===== src/rtl/laser_bank_if.sv =====
// Bus bundle between the laser pool and its neighbours: gun/collision/VGA
// inputs, plus the per-slot positions and the laser pixel colour.
interface laser_bank_if #(
    parameter int NUM_SHOTS = 4
);
    logic                      enable;
    logic                      fire;
    logic [NUM_SHOTS-1:0]      hitMask;
    logic [9:0]                gunPosition;
    logic [9:0]                hPos;
    logic [9:0]                vPos;
    logic [10*NUM_SHOTS-1:0]   xLasers;
    logic [10*NUM_SHOTS-1:0]   yLasers;
    logic [NUM_SHOTS-1:0]      aliveMask;
    logic [2:0]                colorLaser;

    modport master (
        output enable, fire, hitMask, gunPosition, hPos, vPos,
        input  xLasers, yLasers, aliveMask, colorLaser
    );

    modport slave (
        input  enable, fire, hitMask, gunPosition, hPos, vPos,
        output xLasers, yLasers, aliveMask, colorLaser
    );
endinterface


===== src/rtl/laser_bank.sv =====
// Multi-shot player laser pool: spawns lasers at the gun under a cooldown,
// moves them up once per motion tick, retires them and draws their pixels.
module laser_bank #(
    parameter int NUM_SHOTS     = 4,
    parameter int RADIUS        = 4,
    parameter int STEP_MOTION   = 1,
    parameter int COOLDOWN      = 30,
    parameter int SCREEN_WIDTH  = 640,
    parameter int SCREEN_HEIGHT = 480,
    parameter int SHIP_HEIGHT   = 30,
    parameter int V_OFFSET      = 10,
    parameter logic [2:0] LASER      = 3'd6,
    parameter logic [2:0] BACKGROUND = 3'd0
) (
    input  logic         clk,
    input  logic         reset,
    laser_bank_if.slave  bus
);
    localparam int          CW        = $clog2(COOLDOWN + 1);
    localparam logic [9:0]  SPAWN_Y   = 10'(SCREEN_HEIGHT - V_OFFSET - SHIP_HEIGHT - RADIUS);
    localparam logic [9:0]  PARK_X    = 10'(SCREEN_WIDTH - 1);
    localparam logic [9:0]  PARK_Y    = 10'(SCREEN_HEIGHT - 1);
    localparam logic [9:0]  STEP      = 10'(STEP_MOTION);
    localparam logic [21:0] RAD_SQ    = 22'(RADIUS * RADIUS);
    localparam logic [CW-1:0] COOL_LOAD = CW'(COOLDOWN);

    logic [NUM_SHOTS-1:0]        alive_r;
    logic [NUM_SHOTS-1:0]        pendingKill_r;
    logic [NUM_SHOTS-1:0][9:0]   xPos_r;
    logic [NUM_SHOTS-1:0][9:0]   yPos_r;
    logic [CW-1:0]               cooldown_r;
    logic [2:0]                  colorLaser_r;

    logic [NUM_SHOTS-1:0]        aliveNext_s;
    logic [NUM_SHOTS-1:0]        pendingNext_s;
    logic [NUM_SHOTS-1:0][9:0]   xNext_s;
    logic [NUM_SHOTS-1:0][9:0]   yNext_s;
    logic [CW-1:0]               cooldownNext_s;
    logic [2:0]                  colorNext_s;
    logic                        fireOk_s;
    logic                        spawnFound_s;
    logic [NUM_SHOTS-1:0]        inRange_s;

    // Slot movement, retirement, spawn selection and cooldown bookkeeping.
    always_comb begin
        aliveNext_s    = alive_r;
        xNext_s        = xPos_r;
        yNext_s        = yPos_r;
        cooldownNext_s = cooldown_r;
        pendingNext_s  = pendingKill_r | (bus.hitMask & alive_r);
        spawnFound_s   = 1'b0;
        // Free slots are judged on state at the start of the tick, so a
        // slot retiring on this tick is never handed out again immediately.
        fireOk_s       = bus.enable && bus.fire && (cooldown_r == {CW{1'b0}})
                         && (~alive_r != {NUM_SHOTS{1'b0}});
        if (bus.enable) begin
            pendingNext_s = {NUM_SHOTS{1'b0}};
            for (int i = 0; i < NUM_SHOTS; i++) begin
                if (alive_r[i]) begin
                    if (pendingKill_r[i] || bus.hitMask[i]) begin
                        aliveNext_s[i] = 1'b0;
                        xNext_s[i]     = PARK_X;
                        yNext_s[i]     = PARK_Y;
                    end else if (yPos_r[i] >= STEP) begin
                        yNext_s[i]     = yPos_r[i] - STEP;
                    end else begin
                        aliveNext_s[i] = 1'b0;
                        xNext_s[i]     = PARK_X;
                        yNext_s[i]     = PARK_Y;
                    end
                end else if (fireOk_s && !spawnFound_s) begin
                    aliveNext_s[i] = 1'b1;
                    xNext_s[i]     = bus.gunPosition;
                    yNext_s[i]     = SPAWN_Y;
                    spawnFound_s   = 1'b1;
                end else begin
                    spawnFound_s   = spawnFound_s;
                end
            end
            if (fireOk_s) begin
                cooldownNext_s = COOL_LOAD;
            end else if (cooldown_r != {CW{1'b0}}) begin
                cooldownNext_s = cooldown_r - CW'(1);
            end else begin
                cooldownNext_s = cooldown_r;
            end
        end else begin
            cooldownNext_s = cooldown_r;
        end
    end

    // Per-slot disc test; widened to 22 bits so the squared distance of any
    // on-screen offset fits without wrapping.
    for (genvar g = 0; g < NUM_SHOTS; g++) begin : g_slot
        logic [10:0] dx_s;
        logic [10:0] dy_s;
        logic [21:0] dxWide_s;
        logic [21:0] dyWide_s;
        logic [21:0] distSq_s;
        assign dx_s         = {1'b0, bus.hPos} - {1'b0, xPos_r[g]};
        assign dy_s         = {1'b0, bus.vPos} - {1'b0, yPos_r[g]};
        assign dxWide_s     = {{11{dx_s[10]}}, dx_s};
        assign dyWide_s     = {{11{dy_s[10]}}, dy_s};
        assign distSq_s     = (dxWide_s * dxWide_s) + (dyWide_s * dyWide_s);
        assign inRange_s[g] = alive_r[g] && (distSq_s <= RAD_SQ);
    end

    // Pixel colour selection for the mixer.
    always_comb begin
        colorNext_s = BACKGROUND;
        if (inRange_s != {NUM_SHOTS{1'b0}}) begin
            colorNext_s = LASER;
        end else begin
            colorNext_s = BACKGROUND;
        end
    end

    // State register with synchronous reset parking every slot.
    always_ff @(posedge clk) begin
        if (reset) begin
            alive_r       <= {NUM_SHOTS{1'b0}};
            pendingKill_r <= {NUM_SHOTS{1'b0}};
            xPos_r        <= {NUM_SHOTS{PARK_X}};
            yPos_r        <= {NUM_SHOTS{PARK_Y}};
            cooldown_r    <= {CW{1'b0}};
            colorLaser_r  <= BACKGROUND;
        end else begin
            alive_r       <= aliveNext_s;
            pendingKill_r <= pendingNext_s;
            xPos_r        <= xNext_s;
            yPos_r        <= yNext_s;
            cooldown_r    <= cooldownNext_s;
            colorLaser_r  <= colorNext_s;
        end
    end

    assign bus.xLasers    = xPos_r;
    assign bus.yLasers    = yPos_r;
    assign bus.aliveMask  = alive_r;
    assign bus.colorLaser = colorLaser_r;
endmodule


===== src/flat_wrapper.sv =====
// flat-port wrapper written by rule: the top's interface ports become plain ports
module laser_bank_flat 
#(
    parameter int NUM_SHOTS     = 4,
    parameter int RADIUS        = 4,
    parameter int STEP_MOTION   = 1,
    parameter int COOLDOWN      = 30,
    parameter int SCREEN_WIDTH  = 640,
    parameter int SCREEN_HEIGHT = 480,
    parameter int SHIP_HEIGHT   = 30,
    parameter int V_OFFSET      = 10,
    parameter logic [2:0] LASER      = 3'd6,
    parameter logic [2:0] BACKGROUND = 3'd0
)
  (clk, reset, bus_enable, bus_fire, bus_hitMask, bus_gunPosition, bus_hPos, bus_vPos, bus_xLasers, bus_yLasers, bus_aliveMask, bus_colorLaser);
  laser_bank_if #(.NUM_SHOTS(NUM_SHOTS)) bus_i ();
  input  logic clk;
  input  logic reset;
  input wire logic [$bits(bus_i.enable)-1:0] bus_enable;
  input wire logic [$bits(bus_i.fire)-1:0] bus_fire;
  input wire logic [$bits(bus_i.hitMask)-1:0] bus_hitMask;
  input wire logic [$bits(bus_i.gunPosition)-1:0] bus_gunPosition;
  input wire logic [$bits(bus_i.hPos)-1:0] bus_hPos;
  input wire logic [$bits(bus_i.vPos)-1:0] bus_vPos;
  output wire logic [$bits(bus_i.xLasers)-1:0] bus_xLasers;
  output wire logic [$bits(bus_i.yLasers)-1:0] bus_yLasers;
  output wire logic [$bits(bus_i.aliveMask)-1:0] bus_aliveMask;
  output wire logic [$bits(bus_i.colorLaser)-1:0] bus_colorLaser;
  assign bus_i.enable = bus_enable;
  assign bus_i.fire = bus_fire;
  assign bus_i.hitMask = bus_hitMask;
  assign bus_i.gunPosition = bus_gunPosition;
  assign bus_i.hPos = bus_hPos;
  assign bus_i.vPos = bus_vPos;
  assign bus_xLasers = bus_i.xLasers;
  assign bus_yLasers = bus_i.yLasers;
  assign bus_aliveMask = bus_i.aliveMask;
  assign bus_colorLaser = bus_i.colorLaser;
  laser_bank #(.NUM_SHOTS(NUM_SHOTS), .RADIUS(RADIUS), .STEP_MOTION(STEP_MOTION), .COOLDOWN(COOLDOWN), .SCREEN_WIDTH(SCREEN_WIDTH), .SCREEN_HEIGHT(SCREEN_HEIGHT), .SHIP_HEIGHT(SHIP_HEIGHT), .V_OFFSET(V_OFFSET), .LASER(LASER), .BACKGROUND(BACKGROUND)) u_core (.clk(clk), .reset(reset), .bus(bus_i));
endmodule

===== config.mk =====
export PLATFORM = sky130hd
export DESIGN_NAME = laser_bank_flat
export DESIGN_NICKNAME = d
export VERILOG_FILES = /design/src/rtl/laser_bank_if.sv /design/src/rtl/laser_bank.sv /design/src/flat_wrapper.sv
export SDC_FILE = /design/constraint.sdc
export NUM_CORES = 2
export LEC_CHECK = 0
export CORE_MARGIN = 2
export CORE_UTILIZATION = 55
export CTS_CLUSTER_DIAMETER = 100
export DETAILED_ROUTE_END_ITERATION = 7
export PLACE_DENSITY = 0.72
export SYNTH_ARGS = -nofsm -noshare
export SYNTH_HDL_FRONTEND = slang
export SYNTH_SLANG_ARGS = --single-unit

===== constraint.sdc =====
create_clock -name clk -period 28 [get_ports clk]
set_clock_uncertainty 0.2 [all_clocks]
set_input_delay 5.6 -clock clk [delete_from_list [all_inputs] [get_ports clk]]
set_output_delay 5.6 -clock clk [all_outputs]
set_load 0.01 [all_outputs]

==> summary.txt <==
Outcome
  – Status: finished with violations
  – Failing checks: design-rule violations

Logic synthesis
  – Cell taking the most area after synthesis: fa_1
  – Yosys top cell area share: 46.1%
  – #FFs+latches synth: 94
  – Area contributors post-synth: fa_1 46%, ha_1 13%, inv_1 12%
  – Post-synth cell types: 76
  – Main synth FF type: dfxtp_1
  – Post-synthesis instance area: 0.0412 mm²
  – Mapped Cells: around 4700
  – Mapped Nets: 6075
  – Synthesis Warnings: 0
  – Async set or reset register ratio after synthesis: 0%
  – Seq/Total Area, Yosys: 4.57%
  – Post-Syn Area per Cell: 8.81 µm²
  – Post-synth EDFFs: 0

STA
  – TNS Setup: 0 ns
  – Final WS setup: roughly 12 ns
  – # setup viols final: 0
  – RSZ-0062 raised after global routing: no
  – Fmax: 61.4 MHz
  – Period utilization: 58.2%
  – Final Hold Vio Count: 0
  – Relative slew slack: under 10%
  – Worst-Margin Slew: about 1.4 ns
  – Tmin final: 16.29 ns
  – Slew Viols, Final: 0

Worst setup path
  – Type of the worst setup path: in2reg
  – Cell depth of the worst setup path: 33
  – Largest stage delay, worst path: ~1.2 ns
  – Most common cell on crit path: fa_1
  – CP arrival: 16.40 ns
  – Worst Setup Start Kind: primary input
  – Crit Path Max Fanout: 19
  – Buf/Inv on CP: 6
  – FF-to-FF path depth: 32
  – Worst setup EP type: register
  – CP top delay family: adder cells
  – Critical path's slowest cell: a2111oi_1
  – WP data required: 28.11 ns

Finish
  – Design Area, Final: 0.0438 mm²
  – N_diodes: 0
  – Layout cells sized above 1: 2.31%
  – Area Growth Syn to Fin: 6.42%
  – Final Net Count: 6147

Floorplan
  – Die W: 278 µm
  – Initial Util: 55.4%
  – Die Ht: 278 µm
  – Die area: 0.0771 mm²
  – FP Rows: 100
  – CORE AREA: 0.0743 mm²
  – I/O Pins: between 100 and 150

GRT
  – Gr usage total: 29.5%
  – Initial antenna violation count: 6
  – GR Overflow Total: 0
  – Routing usage on met3: around 7.3%
  – First-pass GRT wire length: 178000 µm
  – Grt peak-use layer: met2
  – Met1 Use GR: 41.8%
  – Largest net degree at the start of global routing: 45
  – Vias in the first global route: 33000
  – GR Util met2: between 40% and 50%

Min path
  – Worst Hold Class: reg2reg
  – Hold depth: 2

Route
  – Via count: 31100
  – DR pass1 iterations: 8
  – Routed Antenna Nets: 0
  – DRT iter0 DRCs: 2232
  – Vias per cell: roughly 5.4
  – WL final: 107000 µm
  – Routed WL per cell: 18.7 µm
  – DRC viols: 5

Clock tree
  – Clk sinks: 94
  – # hold bufs at CTS: 0
  – CTS tree: built
  – Setup bufs post-CTS: 0
  – Num CTS Buffers: 9
  – Clk Latency, worst-skew pair: between 0.3 and 0.4 ns
  – Clock Path Buffers: 2
  – CTS resizes: 0
  – Htree depth: 3
  – CTS clk-pin slew, worst paths: 0.07 ns
  – Root Buffer: clkbuf_16

Place
  – Post-placement cell area: ~0.044 mm²
  – RePlAce Congestion: approximately 0.90
  – Port Buffers: 123
  – Place WS: between 10 and 15 ns
  – DPL Wire Length: 93900 µm

Run
  – Max-cap viol count: 0
## cell families (layout without fill, tap and decap cells)
kind of cell               count (synthesis)  in the layout  share of synthesized area, %
xor gates and xnor gates                 164            164                          3.52
buffers and inverters                   1438           1515                          13.1
AOI/OAI and AO/OA                        488            488                          7.84
other                                      1              1                       0.00910
adders and majority gates               1361           1361                          58.6
muxes                                     10             10                         0.243
DFF                                       94             94                          4.57
and+or+nand+nor                         1120           1120                          12.1
## flip-flops by register name, summed over array words and instances (netlist names)
| register | cells |
|---|---|
| u_core.bus.colorLaser | 1 |
| u_core.cooldown_r | 5 |
| u_core.bus.yLasers | 40 |
| u_core.bus.xLasers | 40 |
| u_core.pendingKill_r | 4 |
| u_core.bus.aliveMask | 4 |
## metal layers
metal | wire length (µm) | up-vias
li1 | - | 14200
met1 | 46100 | 15500
met2 | 46800 | 1158
met3 | 10200 | 201
met4 | 3840 | 12
met5 | 79 | -
## placed cells by master, fill, tap and decap left out, drive strengths merged, types with 11 or more instances in the layout
cell / Yosys / routed
a21o: 28 / 28
nand2: 314 / 314
dfxtp: 94 / 94
o21ai: 106 / 106
fa: 948 / 948
a311oi: 11 / 11
xor2: 33 / 33
nor2b: 36 / 36
nor3: 127 / 127
or2: 25 / 25
xnor2: 130 / 130
nor2: 430 / 430
a21oi: 119 / 119
a211oi: 19 / 19
clkinv: 18 / 19
and2: 17 / 17
inv: 1331 / 1335
o22ai: 11 / 11
o21a: 27 / 27
ha: 413 / 413
clkdlybuf4s50: 0 / 122
buf: 4 / 28
o211ai: 13 / 13
a21boi: 39 / 39
a31oi: 13 / 13
or3: 20 / 20
a211o: 15 / 15
nand3: 59 / 59
nand2b: 40 / 40
## per-stage QoR
stage / utilization [%] / hold WS (ns) / cells
after floorplan: - / 0.248 / 4676
after detailed placement: 58.6 / 0.269 / 5706
after global placement: 58.6 / 0.259 / 5706
after global routing: 59.0 / 0.321 / 5722
after CTS: 59.0 / 0.280 / 5722
final: 59.0 / 0.285 / 5722
## cell type report
class / count / area [µm²]
clock buffer: 10 / 239
tap: 969 / 1210
timing repair buffer: 150 / 1430
inverter: 1349 / 5060
multi-input combinational: 3144 / 33900
clock inverter: 6 / 72.6
fill: 6575 / 30500
sequential: 94 / 1880
## worst register-to-register path: cells and delay by family, from the launching register on
family / cells / cell delay (ns)
buf+inv: 5 / 0.38
fa+ha+maj: 9 / 4.13
simple gates: 5 / 1.70
flops: 1 / 0.49
compound gates: 9 / 2.83
xor+xnor: 4 / 0.84
## cells in the mapped netlist, types with 29 or more instances
| cell type | count |
|---|---|
| o21ai_0 | 68 |
| nor2_1 | 430 |
| xor2_1 | 33 |
| nand2_1 | 314 |
| ha_1 | 413 |
| fa_1 | 948 |
| a21boi_1 | 33 |
| nor3_1 | 127 |
| dfxtp_1 | 94 |
| clkbuf_1 | 85 |
| inv_1 | 1302 |
| nand2b_1 | 40 |
| o21ai_1 | 38 |
| a21oi_1 | 119 |
| inv_2 | 29 |
| nand3_1 | 59 |
| nor2b_1 | 36 |
| xnor2_1 | 130 |
## worst paths after layout
kind	start	end	slack (ns)
worst max-delay path	bus_hPos[1]	u_core.bus.colorLaser[1]	11.71
worst min-delay path	u_core.cooldown_r[4]	u_core.cooldown_r[4]	0.28
worst max register to register	u_core.bus.yLasers[2]	u_core.bus.colorLaser[1]	17.39
worst min register to register	u_core.cooldown_r[4]	u_core.cooldown_r[4]	0.28
Power is not shown: default switching activity piles up to over one toggle a cycle in this logic, so the estimate is an artifact.
